## src/rtl/move_ctrl_if.sv

```systemverilog
// Port bundle between the move controller and its environment (inputs/timer,
// collision checker, board update). The slave modport is the controller's view.
interface move_ctrl_if #(
  parameter int COL_W      = 4,
  parameter int ROW_W      = 5,
  parameter int BRICK_LEN  = 3,
  parameter int DIR_LEN    = 2,
  parameter int BOARD_SIZE = 200
);
  localparam int POS_LEN = ROW_W + COL_W;

  logic                  spawn;
  logic [BRICK_LEN-1:0]  spawn_type;
  logic                  tick;
  logic                  cmd_valid;
  logic [2:0]            cmd;
  logic                  cmd_ready;
  logic [BOARD_SIZE-1:0] board;
  logic [POS_LEN-1:0]    chk_pos;
  logic [BRICK_LEN-1:0]  chk_type;
  logic [DIR_LEN-1:0]    chk_dir;
  logic                  chk_collided;
  logic [POS_LEN-1:0]    cur_pos;
  logic [BRICK_LEN-1:0]  cur_type;
  logic [DIR_LEN-1:0]    cur_dir;
  logic                  piece_active;
  logic                  lock_pulse;
  logic                  game_over;

  modport master (
    output spawn, spawn_type, tick, cmd_valid, cmd, board, chk_collided,
    input  cmd_ready, chk_pos, chk_type, chk_dir, cur_pos, cur_type, cur_dir,
           piece_active, lock_pulse, game_over
  );

  modport slave (
    input  spawn, spawn_type, tick, cmd_valid, cmd, board, chk_collided,
    output cmd_ready, chk_pos, chk_type, chk_dir, cur_pos, cur_type, cur_dir,
           piece_active, lock_pulse, game_over
  );
endinterface

```

## src/rtl/move_ctrl.sv

```systemverilog
// Falling-piece move controller: arbitrates gravity vs. player commands and
// runs one candidate per cycle through the external collision checker.
module move_ctrl #(
  parameter int COL_W     = 4,
  parameter int ROW_W     = 5,
  parameter int BRICK_LEN = 3,
  parameter int DIR_LEN   = 2,
  parameter int POS_LEN   = ROW_W + COL_W,
  parameter logic [POS_LEN-1:0] SPAWN_POS = POS_LEN'(3)
) (
  input logic clk,
  input logic rst,
  move_ctrl_if.slave bus
);
  typedef enum logic [2:0] {
    S_IDLE, S_SPAWN_CHK, S_CHECK, S_HDROP, S_LOCK
  } state_t;

  localparam logic [POS_LEN-1:0] ROW_ONE = POS_LEN'(1) << COL_W;

  state_t               state, state_nxt;
  logic [POS_LEN-1:0]   cur_pos, chk_pos;
  logic [BRICK_LEN-1:0] cur_type, chk_type;
  logic [DIR_LEN-1:0]   cur_dir, chk_dir;
  logic                 piece_active, game_over, tick_pend;
  logic                 is_down, force_hit;
  logic                 cmd_ready, lock_pulse;

  logic [ROW_W-1:0] cur_row;
  logic [COL_W-1:0] cur_col;
  logic             in_idle, tick_any, spawn_go, tick_go, cmd_go, hit;

  assign cur_row  = cur_pos[POS_LEN-1:COL_W];
  assign cur_col  = cur_pos[COL_W-1:0];
  assign in_idle  = (state == S_IDLE);
  // A tick in the current cycle outranks a command even before it is latched.
  assign tick_any = bus.tick | tick_pend;
  assign spawn_go = in_idle && bus.spawn && !piece_active && !game_over;
  assign tick_go  = in_idle && piece_active && tick_any;
  assign cmd_go   = bus.cmd_valid && cmd_ready;
  assign hit      = bus.chk_collided | force_hit;

  always_ff @(posedge clk) begin
    if (rst) state <= S_IDLE;
    else     state <= state_nxt;
  end

  always_comb begin
    state_nxt = state;
    case (state)
      S_IDLE: begin
        if (spawn_go)     state_nxt = S_SPAWN_CHK;
        else if (tick_go) state_nxt = S_CHECK;
        else if (cmd_go) begin
          if (bus.cmd <= 3'd3)      state_nxt = S_CHECK;
          else if (bus.cmd == 3'd4) state_nxt = S_HDROP;
        end
      end
      S_SPAWN_CHK: state_nxt = S_IDLE;
      S_CHECK:     state_nxt = (hit && is_down) ? S_LOCK : S_IDLE;
      S_HDROP:     if (hit) state_nxt = S_LOCK;
      S_LOCK:      state_nxt = S_IDLE;
      default:     state_nxt = S_IDLE;
    endcase
  end

  always_comb begin
    cmd_ready  = in_idle && piece_active && !tick_any && !game_over;
    lock_pulse = (state == S_LOCK);
  end

  always_ff @(posedge clk) begin
    if (rst) begin
      cur_pos      <= '0;
      cur_type     <= '0;
      cur_dir      <= '0;
      chk_pos      <= '0;
      chk_type     <= '0;
      chk_dir      <= '0;
      piece_active <= 1'b0;
      game_over    <= 1'b0;
      tick_pend    <= 1'b0;
      is_down      <= 1'b0;
      force_hit    <= 1'b0;
    end else begin
      if (bus.tick && piece_active) tick_pend <= 1'b1;
      case (state)
        S_IDLE: begin
          if (spawn_go) begin
            chk_pos   <= SPAWN_POS;
            chk_type  <= bus.spawn_type;
            chk_dir   <= '0;
            is_down   <= 1'b0;
            force_hit <= 1'b0;
          end else if (tick_go) begin
            tick_pend <= 1'b0;
            chk_pos   <= cur_pos + ROW_ONE;
            chk_type  <= cur_type;
            chk_dir   <= cur_dir;
            is_down   <= 1'b1;
            force_hit <= 1'b0;
          end else if (cmd_go && bus.cmd <= 3'd4) begin
            chk_pos   <= cur_pos;
            chk_type  <= cur_type;
            chk_dir   <= cur_dir;
            is_down   <= 1'b0;
            force_hit <= 1'b0;
            case (bus.cmd)
              3'd0: begin
                chk_pos   <= {cur_row, cur_col - 1'b1};
                force_hit <= (cur_col == '0);
              end
              3'd1: chk_pos <= {cur_row, cur_col + 1'b1};
              3'd2: chk_dir <= cur_dir + 1'b1;
              default: begin
                chk_pos <= cur_pos + ROW_ONE;
                is_down <= 1'b1;
              end
            endcase
          end
        end
        S_SPAWN_CHK: begin
          if (!hit) begin
            cur_pos      <= chk_pos;
            cur_type     <= chk_type;
            cur_dir      <= chk_dir;
            piece_active <= 1'b1;
          end else begin
            game_over <= 1'b1;
          end
        end
        S_CHECK: begin
          if (!hit) begin
            cur_pos  <= chk_pos;
            cur_type <= chk_type;
            cur_dir  <= chk_dir;
          end
        end
        S_HDROP: begin
          if (!hit) begin
            cur_pos <= chk_pos;
            chk_pos <= chk_pos + ROW_ONE;
          end
        end
        S_LOCK: begin
          piece_active <= 1'b0;
          tick_pend    <= 1'b0;
        end
        default: ;
      endcase
    end
  end

  assign bus.cmd_ready    = cmd_ready;
  assign bus.lock_pulse   = lock_pulse;
  assign bus.chk_pos      = chk_pos;
  assign bus.chk_type     = chk_type;
  assign bus.chk_dir      = chk_dir;
  assign bus.cur_pos      = cur_pos;
  assign bus.cur_type     = cur_type;
  assign bus.cur_dir      = cur_dir;
  assign bus.piece_active = piece_active;
  assign bus.game_over    = game_over;
endmodule

```

## src/flat_wrapper.sv

```systemverilog
// flat-port wrapper written by rule: the top's interface ports become plain ports
module move_ctrl_flat 
#(
  parameter int COL_W     = 4,
  parameter int ROW_W     = 5,
  parameter int BRICK_LEN = 3,
  parameter int DIR_LEN   = 2,
  parameter int POS_LEN   = ROW_W + COL_W,
  parameter logic [POS_LEN-1:0] SPAWN_POS = POS_LEN'(3)
)
  (clk, rst, bus_spawn, bus_spawn_type, bus_tick, bus_cmd_valid, bus_cmd, bus_board, bus_chk_collided, bus_cmd_ready, bus_chk_pos, bus_chk_type, bus_chk_dir, bus_cur_pos, bus_cur_type, bus_cur_dir, bus_piece_active, bus_lock_pulse, bus_game_over);
  move_ctrl_if #(.COL_W(COL_W), .ROW_W(ROW_W), .BRICK_LEN(BRICK_LEN), .DIR_LEN(DIR_LEN)) bus_i ();
  input logic clk;
  input logic rst;
  input wire logic [$bits(bus_i.spawn)-1:0] bus_spawn;
  input wire logic [$bits(bus_i.spawn_type)-1:0] bus_spawn_type;
  input wire logic [$bits(bus_i.tick)-1:0] bus_tick;
  input wire logic [$bits(bus_i.cmd_valid)-1:0] bus_cmd_valid;
  input wire logic [$bits(bus_i.cmd)-1:0] bus_cmd;
  input wire logic [$bits(bus_i.board)-1:0] bus_board;
  input wire logic [$bits(bus_i.chk_collided)-1:0] bus_chk_collided;
  output wire logic [$bits(bus_i.cmd_ready)-1:0] bus_cmd_ready;
  output wire logic [$bits(bus_i.chk_pos)-1:0] bus_chk_pos;
  output wire logic [$bits(bus_i.chk_type)-1:0] bus_chk_type;
  output wire logic [$bits(bus_i.chk_dir)-1:0] bus_chk_dir;
  output wire logic [$bits(bus_i.cur_pos)-1:0] bus_cur_pos;
  output wire logic [$bits(bus_i.cur_type)-1:0] bus_cur_type;
  output wire logic [$bits(bus_i.cur_dir)-1:0] bus_cur_dir;
  output wire logic [$bits(bus_i.piece_active)-1:0] bus_piece_active;
  output wire logic [$bits(bus_i.lock_pulse)-1:0] bus_lock_pulse;
  output wire logic [$bits(bus_i.game_over)-1:0] bus_game_over;
  assign bus_i.spawn = bus_spawn;
  assign bus_i.spawn_type = bus_spawn_type;
  assign bus_i.tick = bus_tick;
  assign bus_i.cmd_valid = bus_cmd_valid;
  assign bus_i.cmd = bus_cmd;
  assign bus_i.board = bus_board;
  assign bus_i.chk_collided = bus_chk_collided;
  assign bus_cmd_ready = bus_i.cmd_ready;
  assign bus_chk_pos = bus_i.chk_pos;
  assign bus_chk_type = bus_i.chk_type;
  assign bus_chk_dir = bus_i.chk_dir;
  assign bus_cur_pos = bus_i.cur_pos;
  assign bus_cur_type = bus_i.cur_type;
  assign bus_cur_dir = bus_i.cur_dir;
  assign bus_piece_active = bus_i.piece_active;
  assign bus_lock_pulse = bus_i.lock_pulse;
  assign bus_game_over = bus_i.game_over;
  move_ctrl #(.COL_W(COL_W), .ROW_W(ROW_W), .BRICK_LEN(BRICK_LEN), .DIR_LEN(DIR_LEN), .POS_LEN(POS_LEN), .SPAWN_POS(SPAWN_POS)) u_core (.clk(clk), .rst(rst), .bus(bus_i));
endmodule
```

## config.mk

```make
export PLATFORM = sky130hd
export DESIGN_NAME = move_ctrl_flat
export DESIGN_NICKNAME = d
export VERILOG_FILES = /design/src/rtl/move_ctrl_if.sv /design/src/rtl/move_ctrl.sv /design/src/flat_wrapper.sv
export SDC_FILE = /design/constraint.sdc
export NUM_CORES = 1
export LEC_CHECK = 0
export ABC_AREA = 1
export CAP_MARGIN = 20
export CORE_AREA = 2 2 94 96
export DETAILED_ROUTE_END_ITERATION = 10
export DIE_AREA = 0 0 96 98
export PLACE_DENSITY = 0.8
export SLEW_MARGIN = 0
export SYNTH_ARGS = -nofsm -noshare
export SYNTH_HDL_FRONTEND = slang
export SYNTH_SLANG_ARGS = --single-unit
```

## constraint.sdc

```tcl
create_clock -name clk -period 2.1 [get_ports clk]
set_input_delay 0.42 -clock clk [delete_from_list [all_inputs] [get_ports clk]]
set_output_delay 0.42 -clock clk [all_outputs]
set_load 0.01 [all_outputs]
```

; Yosys cells after proc, flatten, opt, wreduce, memory -nomap -nowiden
; Index checks and enable logic that the tools add are counted.
; Widths: inputs -> output; s select.
[classes]
n_mux = 35
n_lt_le_gt_ge = 2
add_sub_neg = 5
eq_ne = 13
n_reduce_logical = 30
bitwise_logic = 3
[op_table]
columns = op, count
row1 = $mux 9, 4
row2 = $mux 3, 10
row3 = $pmux 9 s3, 1
row4 = $add 9x5->9 const B, 2
row5 = $pmux 9 s2, 1
row6 = $mux 1, 12
row7 = $logic_and 1x1->1, 11
row8 = $reduce_and 2->1, 5
row9 = $eq 3x2->1 const B, 3
row10 = $pmux 3 s3, 1
row11 = $mux 2, 4
row12 = $ne 4x4->1 const B, 2
row13 = $eq 3x1->1 const B, 2
row14 = $eq 3x3->1 const B, 2
row15 = $logic_not 3->1, 2
row16 = $reduce_and 3->1, 2
row17 = $reduce_or 3->1, 2
row18 = $ne 5x5->1 const B, 1
row19 = $add 4x1->4 const B, 1
row20 = $logic_not 4->1, 1
row21 = $ne 2x2->1 const B, 2
row22 = $pmux 1 s2, 2
row23 = $reduce_bool 2->1, 2
row24 = $sub 4x1->4 const B, 1
row25 = other kinds (9), 12
[word_totals]
in_bits = 212
output_inout_bits = 32
elab_cells = 100
regBits = 36

; Logic depth before layout (Yosys ltp)
[depth]
word_depth = 10
depth_mapped = 13
ltp_nobuf = 13

; Least setup slack after synthesis
; Ideal clock, no wire load.
[synth_timing]
path_type = input to register
startpoint = input port bus_cmd[1]
endpoint = register u_core.chk_pos[3], in the netlist u_core.bus.chk_pos[3]
path_stages = 13
slack_ps = 287
required_ps = 1982
arrival_ps = 1695
n_path_buf = 0
cell_sequence = inv_1 > nand2_1 > nor2_1 > inv_1 > ha_1 > a21oi_1 > nand2_1 > nand2_1 > nand2_1 > nor2_1 > nand2_1 > nand3_1 > a21oi_1
[synth_between]
elab_chain_cells = 6
elab_cells_between_ends = 12
classes_between = order compare: 1 / eq/ne: 3 / mux: 5 / reduce/logical: 3
[synth_rtl]
columns = item, line
row1 = start: declaration, flat_wrapper.sv:19  ; input wire logic [$bits(bus_i.cmd)-1:0] bus_cmd;
row2 = $eq 3x2->1 (tied with other cells), move_ctrl.sv:108  ; case (bus.cmd)
row3 = $pmux 9 s3, move_ctrl.sv:108
row4 = $mux 9, move_ctrl.sv:102  ; end else if (cmd_go && bus.cmd <= 3'd4) begin
row5 = $mux 9, move_ctrl.sv:95  ; end else if (tick_go) begin
row6 = $mux 9, move_ctrl.sv:89  ; if (spawn_go) begin
row7 = $pmux 9 s2, move_ctrl.sv:87  ; case (state)
row8 = end signal: assignment, move_ctrl.sv:97  ; chk_pos <= cur_pos + ROW_ONE;
row9 = end signal: assignment, move_ctrl.sv:103  ; chk_pos <= cur_pos;
row10 = end signal: assignment, move_ctrl.sv:110  ; chk_pos <= {cur_row, cur_col - 1'b1};
row11 = end: declaration, move_ctrl.sv:22  ; logic [POS_LEN-1:0] cur_pos, chk_pos;
; Several ways; a longest one is shown, not always the timed one. The select of a mux whose other input is x is not followed.
; A chain may end at the register's enable or synchronous reset.

; Worst setup path after layout
[layout_timing]
startpoint = input port bus_cmd[0]
endpoint = register u_core.chk_pos[3], in the netlist u_core.bus.chk_pos[3]
; Same word-level chain as after synthesis.

==> impl_metrics.csv <==
group,metric,value,unit
outcome,outcome,"finished clean",
placement,place_ws,-236,ps
global_route,grt_antenna_before_repair,0,
setup_path,startpoint_type,"input port",
setup_path,cp_slowest_stage_delay,480,ps
final_layout,design_area,0.00290,mm2
min_path,min_path_cells,2,
route,vias_per_cell,4.70,
global_route,grt_max_degree,30,
final_layout,fillers,861,
final_layout,drive_gt1_share,16.1,%
sta,drv_slew,0,
final_layout,areaGrowthSynthToFinish,39.0,%
sta,period_needed,2020,ps
synth,synthesis.nets,517,
setup_path,path_cells,"clkdlybuf4s50_1 -> nand2_1 -> nor2_2 -> inv_2 -> buf_4 -> ha_1 -> nand3_2 -> nand2_1 -> nand2_1 -> nand2_2 -> nor2_1 -> nand2_1 -> nand3_1 -> a21oi_1",
placement,numPortBuffers,43,
pwr,pwr_density_cell,1130,mW/mm2
synth,synth.avg_cell_area,6.94,um2
clock_network,cts_tree,"yes",
placement,dp_hpwl,4.65,mm
synth,yosysSeqAreaShare,34.6,%
sta,hold_violations,0,
sta,slew_headroom,67.7,%
floorplanning,io_pins,244,
route,ant_nets,0,
floorplanning,die_area,0.00941,mm2
clock_network,cts.clk_slew.worst_paths,70,ps
pwr,worst_ir_drop_vdd,0.000581,V
sta,tightestPinTransition,480,ps
synth,syn_inst,300,
sta,hold-worst-slack,468,ps
clock_network,clock_latency,290,ps
sta,setup_slack,79.4,ps
final_layout,diodes,0,
floorplanning,rows,34,
placement,gp_congestion,0.869,
placement,numPlacedInstances,465,
synth,mappedNetlistArea,0.00208,mm2
pwr,p_leak,1.26,nW
global_route,grt_pass1_wl,10.4,mm
synth,synth_area_leaders,"dfxtp_1 (35%), nand2_1 (10%), nor2_1 (7.6%), inv_1 (7.2%), a21oi_1 (6.2%)",
setup_path,cp_max_fo,2,
floorplanning,core,0.00847,mm2
placement,place_area,0.00277,mm2
floorplanning,dieHeight,98,um
setup_path,r2r-start,"u_core.state[0]$_SDFFE_PP0P_",
setup_path,rr_worst_depth,9,
setup_path,r2r-end,"u_core.bus.chk_pos[6]$_SDFFE_PP0P_",
clock_network,clockRootBuffer,"clkbuf_8",
route,drt_iter0_drc,63,
setup_path,r2r_setup_slack,430,ps
synth,ys_warn_count,0,
synth,ys_ff_latch,36,
route,drtPass1Iterations,4,
min_path,hold_class,"flop to flop",
sta,max_freq,0.495,GHz
min_path,hold_end,"u_core.is_down$_SDFFE_PP0P_",
global_route,grt-ovfl-total,0,
sta,min_period_over_period,96.2,%
clock_network,htree_levels,2,
sta,tns,0,ps
clock_network,cts_made_buffers,5,
clock_network,cts_buffer_depth,2,
setup_path,arrival,2200,ps
flow_run,max-cap-violations,0,
final_layout,final_common_cell,"nand2_1",
clock_network,cts_sinks,36,
route,drcViolationCount,0,
floorplanning,start_util,24.6,%
min_path,hp-start,"u_core.is_down$_SDFFE_PP0P_",
synth,synth_top_area_cell,"dfxtp_1",
floorplanning,die_x,96,um
clock_network,cts-hold-fix-buffers,0,
global_route,grt_pass1_vias,2265,
setup_path,cp_data_required_time,2280,ps
setup_path,cpMaxStageDelayCell,"clkdlybuf4s50_1",
global_route,grt_usage,13.7,%
synth,synth_top_area_share,34.6,%
pwr,power,3.26,mW
setup_path,critical_path_class,"input port to flop",
final_layout,layout_common_cells,"nand2_1 (55), nor2_1 (41), clkdlybuf4s50_1 (40)",
final_layout,post-route-util,34.2,%
synth,ys_types,34,
setup_path,crit_top_cell,"nand2_1",
setup_path,crit_path_end_kind,"flop",
route,routed_wl,6.23,mm
final_layout,layout.nets,582,
sta,setup_viol,0,
route,wl_per_cell,13.1,um
sta,skew,7.22,ps
route,num_vias,2228,
final_layout,stdcell_count,474,
==> synthesized netlist by cell type (all sizes together) <==
library cell,n
mux2i,1
o211ai,3
a21oi,27
xnor2,2
a31oi,1
nor3,6
nor2,49
o21bai,2
nor4,1
fa,1
buf,3
nand3,16
ha,4
o21ai,27
dfxtp,36
nand3b,1
clkbuf,3
nand4,5
inv,46
nand2,64
o31ai,1
xor2,1
==> power breakdown <==
group | switching [mW] | total, mW | internal, mW
clock | 0.247 | 0.515 | 0.268
combinational | 0.972 | 1.71 | 0.734
sequential | 0.178 | 1.04 | 0.862
total | 1.40 | 3.26 | 1.86
==> flip-flops by register name, indices dropped and copies added, names as in the netlist <==
name / cells
u_core.bus.chk_pos: 9
u_core.bus.cur_pos: 9
u_core.bus.chk_type: 3
u_core.bus.cur_type: 3
u_core.state: 3
u_core.bus.chk_dir: 2
u_core.bus.cur_dir: 2
u_core.bus.game_over: 1
u_core.bus.piece_active: 1
u_core.force_hit: 1
u_core.is_down: 1
u_core.tick_pend: 1
==> cells by family (layout without fill, tap and decap cells) <==
| family | count (synthesis) | after routing | share of synthesized area, % |
|---|---|---|---|
| buf+inv | 52 | 118 | 10.2 |
| xor+xnor | 3 | 3 | 1.26 |
| mux | 1 | 1 | 0.480 |
| fa+ha+maj | 5 | 5 | 3.36 |
| compound gates | 61 | 61 | 16.0 |
| flops | 36 | 36 | 34.6 |
| simple gates | 142 | 142 | 34.1 |
==> how the worst max path moves through the flow <==
stage          slack, ps                            endpoint  cells past startpoint       start
2_1_floorplan        290  u_core.bus.chk_pos[3]$_SDFFE_PP0P_                     13  bus_cmd[1]
3_3_place_gp        -210                       bus_cmd_ready                      6    bus_tick
3_5_place_dp        -240  u_core.bus.chk_pos[3]$_SDFFE_PP0P_                     14  bus_cmd[1]
4_1_cts               60  u_core.bus.chk_pos[3]$_SDFFE_PP0P_                     14  bus_cmd[1]
5_1_grt              -50  u_core.bus.chk_pos[3]$_SDFFE_PP0P_                     13  bus_cmd[0]
6_report              80  u_core.bus.chk_pos[3]$_SDFFE_PP0P_                     14  bus_cmd[0]
==> what timing repair did <==
item,CTS,global route
resized for setup,2,7
setup buffers,0,1
endpoints found under the hold margin,0,0
pin swaps,1,3
cloned,0,0
setup endpoints to repair,2,1
==> routing by layer <==
metal  wire, um  vias to the layer above  share of wire (%)  track usage (%)
met5          0                        -                  0                0
met4         90                        0                1.4             4.29
met3        548                       13                8.8             4.24
met2       3030                       85                 49             23.5
met1       2560                     1037                 41             16.2
li1           -                     1093                  -                -
==> worst max-delay path, delay by kind of cell <==
family / cells / cell delay, ps
adder cells (fa/ha/maj): 1 / 280
buffers and inverters: 3 / 690
AO/OA/AOI/OAI: 1 / 60
AND/OR/NAND/NOR: 9 / 750
==> area by class of cell <==
| type | instances | area (um2) | area share [%] |
|---|---|---|---|
| multi-input combinational | 212 | 1180 | 40.6 |
| sequential | 36 | 721 | 24.9 |
| timing repair buffer | 64 | 601 | 20.7 |
| inverter | 46 | 173 | 5.96 |
| tap | 108 | 135 | 4.67 |
| clock buffer | 8 | 90.1 | 3.11 |
No activity file was read; power rests on OpenSTA's default activity.
